$ cat src/rtl/iccm_loader.sv
// Boot-time ICCM loader: takes a little-endian 32-bit word count followed by that many
// instruction words from a byte stream, writes them into ICCM, then releases the core.
module iccm_loader #(
    parameter int unsigned DataWidth = 32,
    parameter int unsigned AddrWidth = 15,
    parameter int unsigned MaxWords  = 2 ** (AddrWidth - 2)
) (
    input  logic                 brq_clk,
    input  logic                 brq_rst,
    input  logic                 load_start,
    input  logic                 byte_valid,
    input  logic [7:0]           byte_data,
    output logic                 byte_ready,
    output logic                 iccm_write_en,
    output logic [AddrWidth-1:0] iccm_addr,
    output logic [DataWidth-1:0] iccm_wdata,
    output logic                 core_hold,
    output logic                 load_done,
    output logic                 load_error
);

    // One extra bit so that index+1 can reach MaxWords without wrapping before the compare.
    localparam int unsigned IdxWidth = AddrWidth - 1;

    typedef enum logic [2:0] {
        StLen,
        StData,
        StWrite,
        StDone,
        StError
    } state_e;

    state_e                 state_q, state_d;
    logic [1:0]             byte_cnt_q, byte_cnt_d;
    logic [IdxWidth-1:0]    word_idx_q, word_idx_d;
    logic [DataWidth-1:0]   shift_q, shift_d;
    logic [DataWidth-1:0]   word_cnt_q, word_cnt_d;

    logic                   ready_q, ready_d;
    logic                   wr_en_q, wr_en_d;
    logic [AddrWidth-1:0]   addr_q, addr_d;
    logic [DataWidth-1:0]   wdata_q, wdata_d;
    logic                   hold_q, hold_d;
    logic                   done_q, done_d;
    logic                   err_q, err_d;

    logic                   byte_fire;
    logic                   group_done;
    logic [DataWidth-1:0]   group_word;
    logic [IdxWidth-1:0]    idx_inc;

    always_comb begin
        byte_fire  = byte_valid && ready_q;
        group_done = byte_fire && (byte_cnt_q == 2'd3);
        // Word as it stands once the current byte is merged into its lane.
        group_word = shift_q;
        group_word[{byte_cnt_q, 3'b000} +: 8] = byte_data;
        idx_inc    = word_idx_q + IdxWidth'(1);
    end

    always_comb begin
        state_d    = state_q;
        byte_cnt_d = byte_cnt_q;
        word_idx_d = word_idx_q;
        shift_d    = shift_q;
        word_cnt_d = word_cnt_q;
        ready_d    = ready_q;
        wr_en_d    = 1'b0;
        addr_d     = addr_q;
        wdata_d    = wdata_q;
        hold_d     = hold_q;
        done_d     = done_q;
        err_d      = err_q;

        unique case (state_q)
            StLen: begin
                if (byte_fire) begin
                    shift_d    = group_word;
                    byte_cnt_d = byte_cnt_q + 2'd1;
                end
                if (group_done) begin
                    word_cnt_d = group_word;
                    word_idx_d = '0;
                    if (group_word == '0) begin
                        state_d = StDone;
                        ready_d = 1'b0;
                        hold_d  = 1'b0;
                        done_d  = 1'b1;
                    end else if (group_word > DataWidth'(MaxWords)) begin
                        state_d = StError;
                        ready_d = 1'b0;
                        err_d   = 1'b1;
                    end else begin
                        state_d = StData;
                    end
                end
            end

            StData: begin
                if (byte_fire) begin
                    shift_d    = group_word;
                    byte_cnt_d = byte_cnt_q + 2'd1;
                end
                if (group_done) begin
                    state_d = StWrite;
                    ready_d = 1'b0;
                    wr_en_d = 1'b1;
                    addr_d  = {word_idx_q[IdxWidth-2:0], 2'b00};
                    wdata_d = group_word;
                end
            end

            StWrite: begin
                word_idx_d = idx_inc;
                if (DataWidth'(idx_inc) == word_cnt_q) begin
                    state_d = StDone;
                    hold_d  = 1'b0;
                    done_d  = 1'b1;
                end else begin
                    state_d = StData;
                    ready_d = 1'b1;
                end
            end

            StDone, StError: begin
                // Restart keeps the last address/data visible; only counters are cleared.
                if (load_start) begin
                    state_d    = StLen;
                    byte_cnt_d = '0;
                    word_idx_d = '0;
                    shift_d    = '0;
                    ready_d    = 1'b1;
                    hold_d     = 1'b1;
                    done_d     = 1'b0;
                    err_d      = 1'b0;
                end
            end

            default: begin
                state_d = StLen;
                ready_d = 1'b1;
                hold_d  = 1'b1;
                done_d  = 1'b0;
                err_d   = 1'b0;
            end
        endcase
    end

    always_ff @(posedge brq_clk or negedge brq_rst) begin
        if (!brq_rst) begin
            state_q    <= StLen;
            byte_cnt_q <= '0;
            word_idx_q <= '0;
            shift_q    <= '0;
            word_cnt_q <= '0;
            ready_q    <= 1'b1;
            wr_en_q    <= 1'b0;
            addr_q     <= '0;
            wdata_q    <= '0;
            hold_q     <= 1'b1;
            done_q     <= 1'b0;
            err_q      <= 1'b0;
        end else begin
            state_q    <= state_d;
            byte_cnt_q <= byte_cnt_d;
            word_idx_q <= word_idx_d;
            shift_q    <= shift_d;
            word_cnt_q <= word_cnt_d;
            ready_q    <= ready_d;
            wr_en_q    <= wr_en_d;
            addr_q     <= addr_d;
            wdata_q    <= wdata_d;
            hold_q     <= hold_d;
            done_q     <= done_d;
            err_q      <= err_d;
        end
    end

    assign byte_ready    = ready_q;
    assign iccm_write_en = wr_en_q;
    assign iccm_addr     = addr_q;
    assign iccm_wdata    = wdata_q;
    assign core_hold     = hold_q;
    assign load_done     = done_q;
    assign load_error    = err_q;

endmodule

$ cat config.mk
export PLATFORM = sky130hd
export DESIGN_NAME = iccm_loader
export DESIGN_NICKNAME = d
export VERILOG_FILES = /design/src/rtl/iccm_loader.sv
export SDC_FILE = /design/constraint.sdc
export NUM_CORES = 1
export LEC_CHECK = 0
export ABC_AREA = 1
export BUFFER_PORTS_ARGS = -buffer_cell sky130_fd_sc_hd__buf_4
export CAP_MARGIN = 10
export CORE_UTILIZATION = 55
export CTS_CLUSTER_SIZE = 16
export DETAILED_ROUTE_END_ITERATION = 7
export PLACE_DENSITY = 0.76
export RECOVER_POWER = 50
export SKIP_LAST_GASP = 1
export SLEW_MARGIN = 40
export SYNTH_ARGS = -nofsm -noshare
export SYNTH_HDL_FRONTEND = slang
export SYNTH_SLANG_ARGS = --single-unit
$ cat constraint.sdc
create_clock -name brq_clk -period 3.2 [get_ports brq_clk]
set_clock_uncertainty 0.1 [all_clocks]
set_input_delay 0.16 -clock brq_clk [delete_from_list [all_inputs] [get_ports brq_clk]]
set_output_delay 0.16 -clock brq_clk [all_outputs]
set_load 0.01 [all_outputs]
== Yosys cells after proc, flatten, opt, wreduce, memory -nomap -nowiden ==
Cells that the tools add are included.

* Register bits after elaboration: 133
* Bits of input ports: 12
* Output and inout bits: 52
* Word-level logic and storage cells: 92

* Add/sub/neg operators: 3
* Magnitude comparators: 1
* Equality and inequality tests: 16
* Shift operators: 2
* Mux-type cells: 39
* Bitwise logic cells: 2
* Reduce and logical (&&, ||, !) cells: 17

{| class="wikitable"
|+ Operators by type and width
! operator !! count
|-
| two-way mux 32 bit || 2
|-
| one-hot mux 32 bit (2 select lines) || 1
|-
| one-hot mux 14 bit (3 select lines) || 1
|-
| bitwise mux 32 bit || 1
|-
| == test 14 x 32 -> 1 bit || 1
|-
| greater-than comparator 32 x 14 -> 1 bit, second input constant || 1
|-
| logical NOT 32 bit || 1
|-
| variable shift 8 x 7 -> 32 bit, first input constant || 1
|-
| indexed part select 8 x 7 -> 32 bit || 1
|-
| two-way mux 14 bit || 2
|-
| two-way mux 1 bit || 18
|-
| != test 2 bit, second input constant || 8
|-
| two-way mux 3 bit || 5
|-
| AND reduction 5 bit || 3
|-
| adder 14 x 1 -> 14 bit, second input constant || 1
|-
| one-hot mux 1 bit (4 select lines) || 3
|-
| one-hot mux 3 bit (4 select lines) || 1
|-
| AND reduction 3 bit || 3
|-
| negator 5 -> 7 bit || 1
|-
| == test 3 x 2 -> 1 bit, second input constant || 2
|-
| two-way mux 2 bit || 3
|-
| OR reduction 2 bit || 3
|-
| one-hot mux 2 bit (2 select lines) || 1
|-
| AND reduction 2 bit || 2
|-
| other kinds (12) || 14
|}

== Logic depth before layout (Yosys ltp) ==
Gate-level depths: netlist of the first run.

* Word-level depth: 8
* Mapped depth: 18

== Least setup slack after synthesis of the first run ==
OpenSTA, ideal clock, no wires.

* Path type: reg2reg
* From: register byte_cnt_q[0]
* To: register done_q (netlist: load_done)
* Library setup time: 0.117 ns
* Arrival time: 2.145 ns
* Required time: 2.983 ns
* Path slack: 0.838 ns
* Cell stages (with the launch flop): 17
* Path buffers: 1
* Clock period less this slack: 2.362 ns
* Cells stage by stage: dfrtp_1 buf_4 inv_1 ha_1 inv_2 nand2_2 nor2_2 a21oi_2 nand2_1 nor2_1 nand2_1 nor2_2 nand3_1 a21oi_2 nand2_1 nand2_1 nand2_1

* Word-level cells in the longest chain between the ends: 6
* Elaborated cells on any way between the ends: 10
* Classes of those cells: add/sub: 1; eq/ne: 3; shift: 2; mux: 1; reduce/logical: 3

{| class="wikitable"
|+ Ends and longest elaborated chain
! item !! line !! text
|-
| from (decl) || 34 || <nowiki>logic [1:0] byte_cnt_q, byte_cnt_d;</nowiki>
|-
| from (signal assigned) || 165 || <nowiki>byte_cnt_q <= byte_cnt_d;</nowiki>
|-
| negator 5 -> 7 bit || 57 || <nowiki>group_word[{byte_cnt_q, 3'b000} +: 8] = byte_data;</nowiki>
|-
| indexed part select 8 x 7 -> 32 bit / variable shift 8 x 7 -> 32 bit (equally long branches) || 57 ||
|-
| bitwise mux 32 bit || 57 ||
|-
| logical NOT 32 bit || 84 || <nowiki>if (group_word == '0) begin</nowiki>
|-
| != test 2 bit (no source line) || - ||
|-
| AND reduction 5 bit (no source line) * || - ||
|-
| to (signal assigned) || 174 || <nowiki>done_q <= done_d;</nowiki>
|-
| to (decl) || 44 || <nowiki>logic done_q, done_d;</nowiki>
|}

Every way passes the cells marked *; elsewhere a longest branch is shown, timed or not.
A chain may end at the register's enable or synchronous reset.

== Worst setup path in the final report of the first run ==
Ends and elaborated chain as after synthesis.

==> impl_metrics.env, run 1 <==
export IMPL_initial_core_util_pct=57.63
export IMPL_n_antenna_cell=0
export IMPL_cp_end_kind="register"
export IMPL_synth_top_cell_area_share_pct=51.34
export IMPL_gp_congestion=0.8919
export IMPL_nets=902
export IMPL_cp_required_ns=3.42
export IMPL_drt_total_wl_um=15490
export IMPL_vias=5724
export IMPL_drtPass1Iterations=5
export IMPL_grt_pass1_vias=5280
export IMPL_drv_cap=1
export IMPL_start_kind="register"
export IMPL_wl_met2_um=7307
export IMPL_ys_warn_count=0
export IMPL_wl_met3_um=840
export IMPL_drive_above_1_share_pct=9.810
export IMPL_slew_headroom_pct=-37.33
export IMPL_clkLatencyLatePin_ns=0.43
export IMPL_tritoncts="done"
export IMPL_synth_edf_count=0
export IMPL_setup_slack_ns=0.3546
export IMPL_max_freq_mhz=351.4
export IMPL_wl_met1_um=6963
export IMPL_die_w_um=109.7
export IMPL_cts_num_sinks=133
export IMPL_ctsHoldBuffers=2
export IMPL_synth_area_leaders="dfrtp_1 (51%), nand2_1 (16%), o21ai_0 (8.4%)"
export IMPL_async_flop_share_pct=100.0
export IMPL_wl_per_cell_um=14.93
export IMPL_drc=0
export IMPL_grt_max_degree=84
export IMPL_cts_clk_slew_worst_paths_ns=0.06
export IMPL_synth_cells=819
export IMPL_grt_first_pass_wirelength_um=25500
export IMPL_leakagePower_nw=3.626
export IMPL_crit_type="reg2reg"
export IMPL_fin_util_pct=67.64
export IMPL_slew_violations=83
export IMPL_finalSetupViolations=0
export IMPL_vdd_ir_drop_max_uv=508.2
export IMPL_num_rows=38
export IMPL_post_cts_resized=0
export IMPL_gr_total_overflow=0
export IMPL_cts_path_max_buffers=2
export IMPL_drt_iter0_markers=425
export IMPL_period_minus_slack_ns=2.845
export IMPL_hold_viol_final=0
export IMPL_crit_arrival_ns=3.06
export IMPL_vias_per_cell=5.520
export IMPL_ys_seq_area_share_pct=52.17
export IMPL_ios=64
export IMPL_tightest_slew_ns=2.060
export IMPL_syn_area_mm2=0.006385
export IMPL_core_area_mm2=0.01108
export IMPL_crit_fanout=15
export IMPL_ys_ff_latch=133
export IMPL_routed_top_layer="met4"
export IMPL_rsz0062_at_grt="no"
export IMPL_synth_ff_type="dfrtp_1"
export IMPL_h_tree_depth=4
export IMPL_setup_tns_ns=0
export IMPL_synth_top_area_cell="dfrtp_1"
export IMPL_hp_class="in2reg"
export IMPL_yosysMostFrequentCell="nand2_1"
export IMPL_ant_nets=0
export IMPL_postCtsSetupBuffers=0
export IMPL_violations="capacitance limit, slew limit"
export IMPL_yosysUniqueCellTypes=32
export IMPL_cts_root_buffer="clkbuf_16"
export IMPL_min_period_over_period_pct=88.92
export IMPL_portBuffers=61
export IMPL_die_area_mm2=0.01204
export IMPL_dpl_hpwl_um=10930
export IMPL_syn2layout_area_growth_pct=17.36
export IMPL_die_h_um=109.7
export IMPL_power_density_mw_per_mm2=784.3
export IMPL_antenna_found_initial=0
export IMPL_syn_avg_cell_area_um2=7.796
export IMPL_grt_usage_pct=28.45
export IMPL_cts_buffers=17
export IMPL_synth_commonest_cells="nand2_1 (265), dfrtp_1 (131), o21ai_0 (107)"
export IMPL_pre_cts_ws_ns=0.4212
export IMPL_status="finished, violations left"
[cells in the final DEF, fill, tap and decap left out, drive strengths merged]
cell type / synthesis / layout
nand3: 54 / 54
xor2: 2 / 2
ha: 6 / 6
o22ai: 18 / 18
clkinv: 1 / 5
clkinvlp: 0 / 4
dlygate4sd3: 0 / 2
o21ai: 112 / 112
nand2: 267 / 267
clkbuf: 14 / 66
and2: 1 / 1
dfrtp: 131 / 131
a21oi: 6 / 6
a31oi: 1 / 1
conb: 1 / 2
inv: 95 / 95
or2: 1 / 1
nor2: 79 / 79
xnor3: 1 / 1
o211ai: 1 / 1
bufinv: 0 / 5
dfstp: 2 / 2
nand4: 10 / 10
nor3: 2 / 2
buf: 14 / 24
[per-stage QoR]
step	instance area [µm²]	power [mW]	hold WS (ns)	instances
floorplan	6389	3.225	-0.2356	820
detailed placement	6995	3.741	0.1718	1003
global route	7493	6.213	0.1346	1037
global placement	6992	3.700	0.3066	1003
finish	7493	5.877	0.1246	1037
CTS	7672	5.901	0.1020	1037
[critical path: stages, from the launching register on]
cell	delay, ns
dfrtp_1	0.62
inv_1	0.16
ha_1	0.42
inv_2	0.05
nand2_2	0.10
nor2_1	0.07
nor2_1	0.22
nand2_1	0.08
nor2_1	0.10
nand2_1	0.08
nor2_2	0.19
nand3_1	0.16
a21oi_2	0.20
nand2_1	0.09
nand2_1	0.06
nand2_1	0.04
[worst paths after layout]
| kind | from | slack (ns) | cells after the start | endpoint |
|---|---|---|---|---|
| max | byte_cnt_q[0] | 0.35 | 15 | load_done |
| max in group asynchronous | brq_rst | 0.86 | 3 | word_cnt_q[22] |
| min reg2reg | byte_ready | 0.37 | 2 | byte_ready |
| min | byte_data[0] | 0.12 | 5 | shift_q[16] |
| max reg2reg | byte_cnt_q[0] | 0.35 | 15 | load_done |
| min in group asynchronous | brq_rst | 0.77 | 2 | iccm_addr[3] |
[report_power, final]
part           total (mW)  switching [mW]  internal [mW]
Sequential           2.06           0.157           1.90
Combinational        1.67            1.17          0.501
Clock                2.15           0.730           1.42
[flip-flops by register name, indices dropped and copies added, names as in the netlist, 2 cells and up]
signal	cells
iccm_wdata	32
shift_q	32
word_cnt_q	32
word_idx_q	14
iccm_addr	13
state_q	3
byte_cnt_q	2
[cell families (layout without fill, tap and decap cells)]
kind of cell | after synthesis | after routing | share of synthesized area [%]
other | 1 | 2 | 0.05873
and+or+nand+nor | 414 | 414 | 26.77
adders and majority gates | 6 | 6 | 1.176
DFF | 133 | 133 | 52.17
xor gates and xnor gates | 3 | 3 | 0.6271
AOI/OAI and AO/OA | 138 | 138 | 11.52
buffers and inverters | 124 | 201 | 7.682
[area by class of cell]
type / count / area (µm²)
Clock buffer: 19 / 452.9
Clock inverter: 13 / 203.9
Sequential cell: 133 / 3331
Inverter: 96 / 360.3
Fill cell: 930 / 3585
Timing Repair Buffer: 73 / 402.9
Tap cell: 140 / 175.2
Multi-Input combinational cell: 563 / 2567
[per-layer routing]
| metal | track usage [%] | vias up |
|---|---|---|
| li1 | - | 2747 |
| met4 | 13.43 | 0 |
| met2 | 45.69 | 208 |
| met3 | 5.987 | 29 |
| met5 | 0 | - |
| met1 | 36.93 | 2740 |
Note: power is estimated with default switching activity, not from simulation.
==> run 2: changes to the inputs <==
Settings changed: RECOVER_POWER 50 to unset.
==> impl_metrics.env, run 2 (same netlist as run 1, synthesis figures left out) <==
export IMPL_period_minus_slack_ns=2.835
export IMPL_placed_area_mm2=0.006995
export IMPL_crit_type="reg2reg"
export IMPL_vdd_ir_drop_max_uv=511.2
export IMPL_drt_iter0_markers=409
export IMPL_min_period_over_period_pct=88.61
export IMPL_post_cts_resized=0
export IMPL_initial_core_util_pct=57.63
export IMPL_multi_input_area_mm2=0.002567
export IMPL_die_w_um=109.7
export IMPL_num_rows=38
export IMPL_ios=64
export IMPL_hold_viol_final=0
export IMPL_dpl_hpwl_um=10930
export IMPL_critPathSlowestCell="dfrtp_1"
export IMPL_instances_no_fill=1037
export IMPL_drv_cap=0
export IMPL_cts_clk_slew_worst_paths_ns=0.05
export IMPL_syn2layout_area_growth_pct=20.20
export IMPL_tightest_slew_ns=0.6797
export IMPL_rsz0062_at_grt="no"
export IMPL_grt_first_pass_wirelength_um=25500
export IMPL_cp_common_cell="nand2_1"
export IMPL_postCtsSetupBuffers=0
export IMPL_slew_headroom_pct=54.44
export IMPL_wl_per_cell_um=14.90
export IMPL_drt_total_wl_um=15450
export IMPL_layout_commonest_cell="nand2_1"
export IMPL_critPathBufInv=2
export IMPL_vias_per_cell=5.489
export IMPL_ant_nets=0
export IMPL_n_fill_cell=872
export IMPL_fin_util_pct=69.28
export IMPL_vias=5692
export IMPL_status="finished, final reports clean"
export IMPL_setup_slack_ns=0.3646
export IMPL_power_density_mw_per_mm2=768.9
export IMPL_cts_root_buffer="clkbuf_16"
export IMPL_h_tree_depth=4
export IMPL_crit_family="simple AND/OR/NAND/NOR gates"
export IMPL_drc=0
export IMPL_finalSetupViolations=0
export IMPL_start_kind="register"
export IMPL_die_area_mm2=0.01204
export IMPL_dpl_cell_count=1003
export IMPL_drtPass1Iterations=7
export IMPL_slowest_delay_ns=0.62
export IMPL_max_freq_mhz=352.7
export IMPL_setup_tns_ns=0
export IMPL_cts_path_max_buffers=2
export IMPL_crit_fanout=15
export IMPL_tritoncts="done"
export IMPL_cts_buffers=17
export IMPL_n_antenna_cell=0
export IMPL_gr_total_overflow=0
export IMPL_antenna_found_initial=0
export IMPL_gp_congestion=0.8919
export IMPL_grt_max_degree=84
export IMPL_cp_required_ns=3.41
export IMPL_leakagePower_nw=3.824
export IMPL_hp_class="in2reg"
export IMPL_layout_common_cells="nand2_1 (265), dfrtp_1 (131), o21ai_0 (107)"
export IMPL_pre_cts_ws_ns=0.4212
export IMPL_crit_arrival_ns=3.05
export IMPL_grt_pass1_vias=5280
export IMPL_grt_usage_pct=28.45
export IMPL_cp_end_kind="register"
export IMPL_core_area_mm2=0.01108
export IMPL_clkLatencyLatePin_ns=0.43
export IMPL_slew_violations=0
export IMPL_nets=902
export IMPL_die_h_um=109.7
export IMPL_cts_num_sinks=133
export IMPL_portBuffers=61
export IMPL_design_area_mm2=0.007675
export IMPL_register_area_mm2=0.003331
export IMPL_drive_above_1_share_pct=14.94
export IMPL_cp_cell_sequence="inv_1 -> ha_1 -> inv_2 -> nand2_2 -> nor2_1 -> nor2_1 -> nand2_1 -> nor2_1 -> nand2_1 -> nor2_2 -> nand3_1 -> a21oi_2 -> nand2_1 -> nand2_1 -> nand2_1"
## run 2: changes by cell type in the layout (fill, tap and decap cells not counted)
cell and change:
buf_4 +46, clkbuf_2 -1, clkbuf_1 -46, clkbuf_8 +1
## run 2: where the power goes
group | switching, mW | internal (mW)
clock | 0.728 | 1.42
combinational | 1.17 | 0.531
sequential | 0.158 | 1.90
total | 2.05 | 3.85
## run 2: tightest hold or removal path, delay by kind of cell
family / cells / cell delay (ns)
AO/OA/AOI/OAI: 1 / 0.07
AND/OR/NAND/NOR: 2 / 0.15
buffers and inverters: 2 / 0.22
## run 2: area by class of cell
| cell class | instances | share of cell area (%) |
|---|---|---|
| inverters | 96 | 4.695 |
| well taps | 140 | 2.282 |
| multi-input cells | 563 | 33.45 |
| repair buffers | 73 | 7.613 |
| clock buffers | 19 | 5.902 |
| clock inverters | 13 | 2.657 |
| flip-flops and latches | 133 | 43.40 |
## run 2: worst paths after layout
check / from / endpoint / slack, ns / cells past startpoint
worst min register to register: byte_ready / byte_ready / 0.37 / 2
max in group asynchronous: brq_rst / iccm_wdata[10] / 2.10 / 3
worst max-delay path: byte_cnt_q[0] / load_done / 0.36 / 15
worst min-delay path: byte_data[5] / shift_q[21] / 0.12 / 5
worst max register to register: byte_cnt_q[0] / load_done / 0.36 / 15
min in group asynchronous: brq_rst / iccm_addr[3] / 0.24 / 2
## run 2: repair_timing
action                                  CTS  global route
hold buffers                              2             0
endpoints found under the setup margin    0             0
endpoints found under the hold margin    80             0
## run 2: metal layers
layer	share of wire, %	vias up	wire length (µm)	global-route usage [%]
li1	-	2745	-	-
met4	2.5	0	385	13.43
met3	5.4	30	833	5.987
met1	45	2713	6889	36.93
met2	48	204	7343	45.69
met5	0	-	0	0
## run 2: metrics by stage
stage,power [mW],hold WS [ns]
4_1_cts,5.901,0.1020
6_report,5.901,0.1173
2_1_floorplan,3.225,-0.2356
5_1_grt,6.245,0.1346
3_3_place_gp,3.700,0.3066
3_5_place_dp,3.741,0.1718
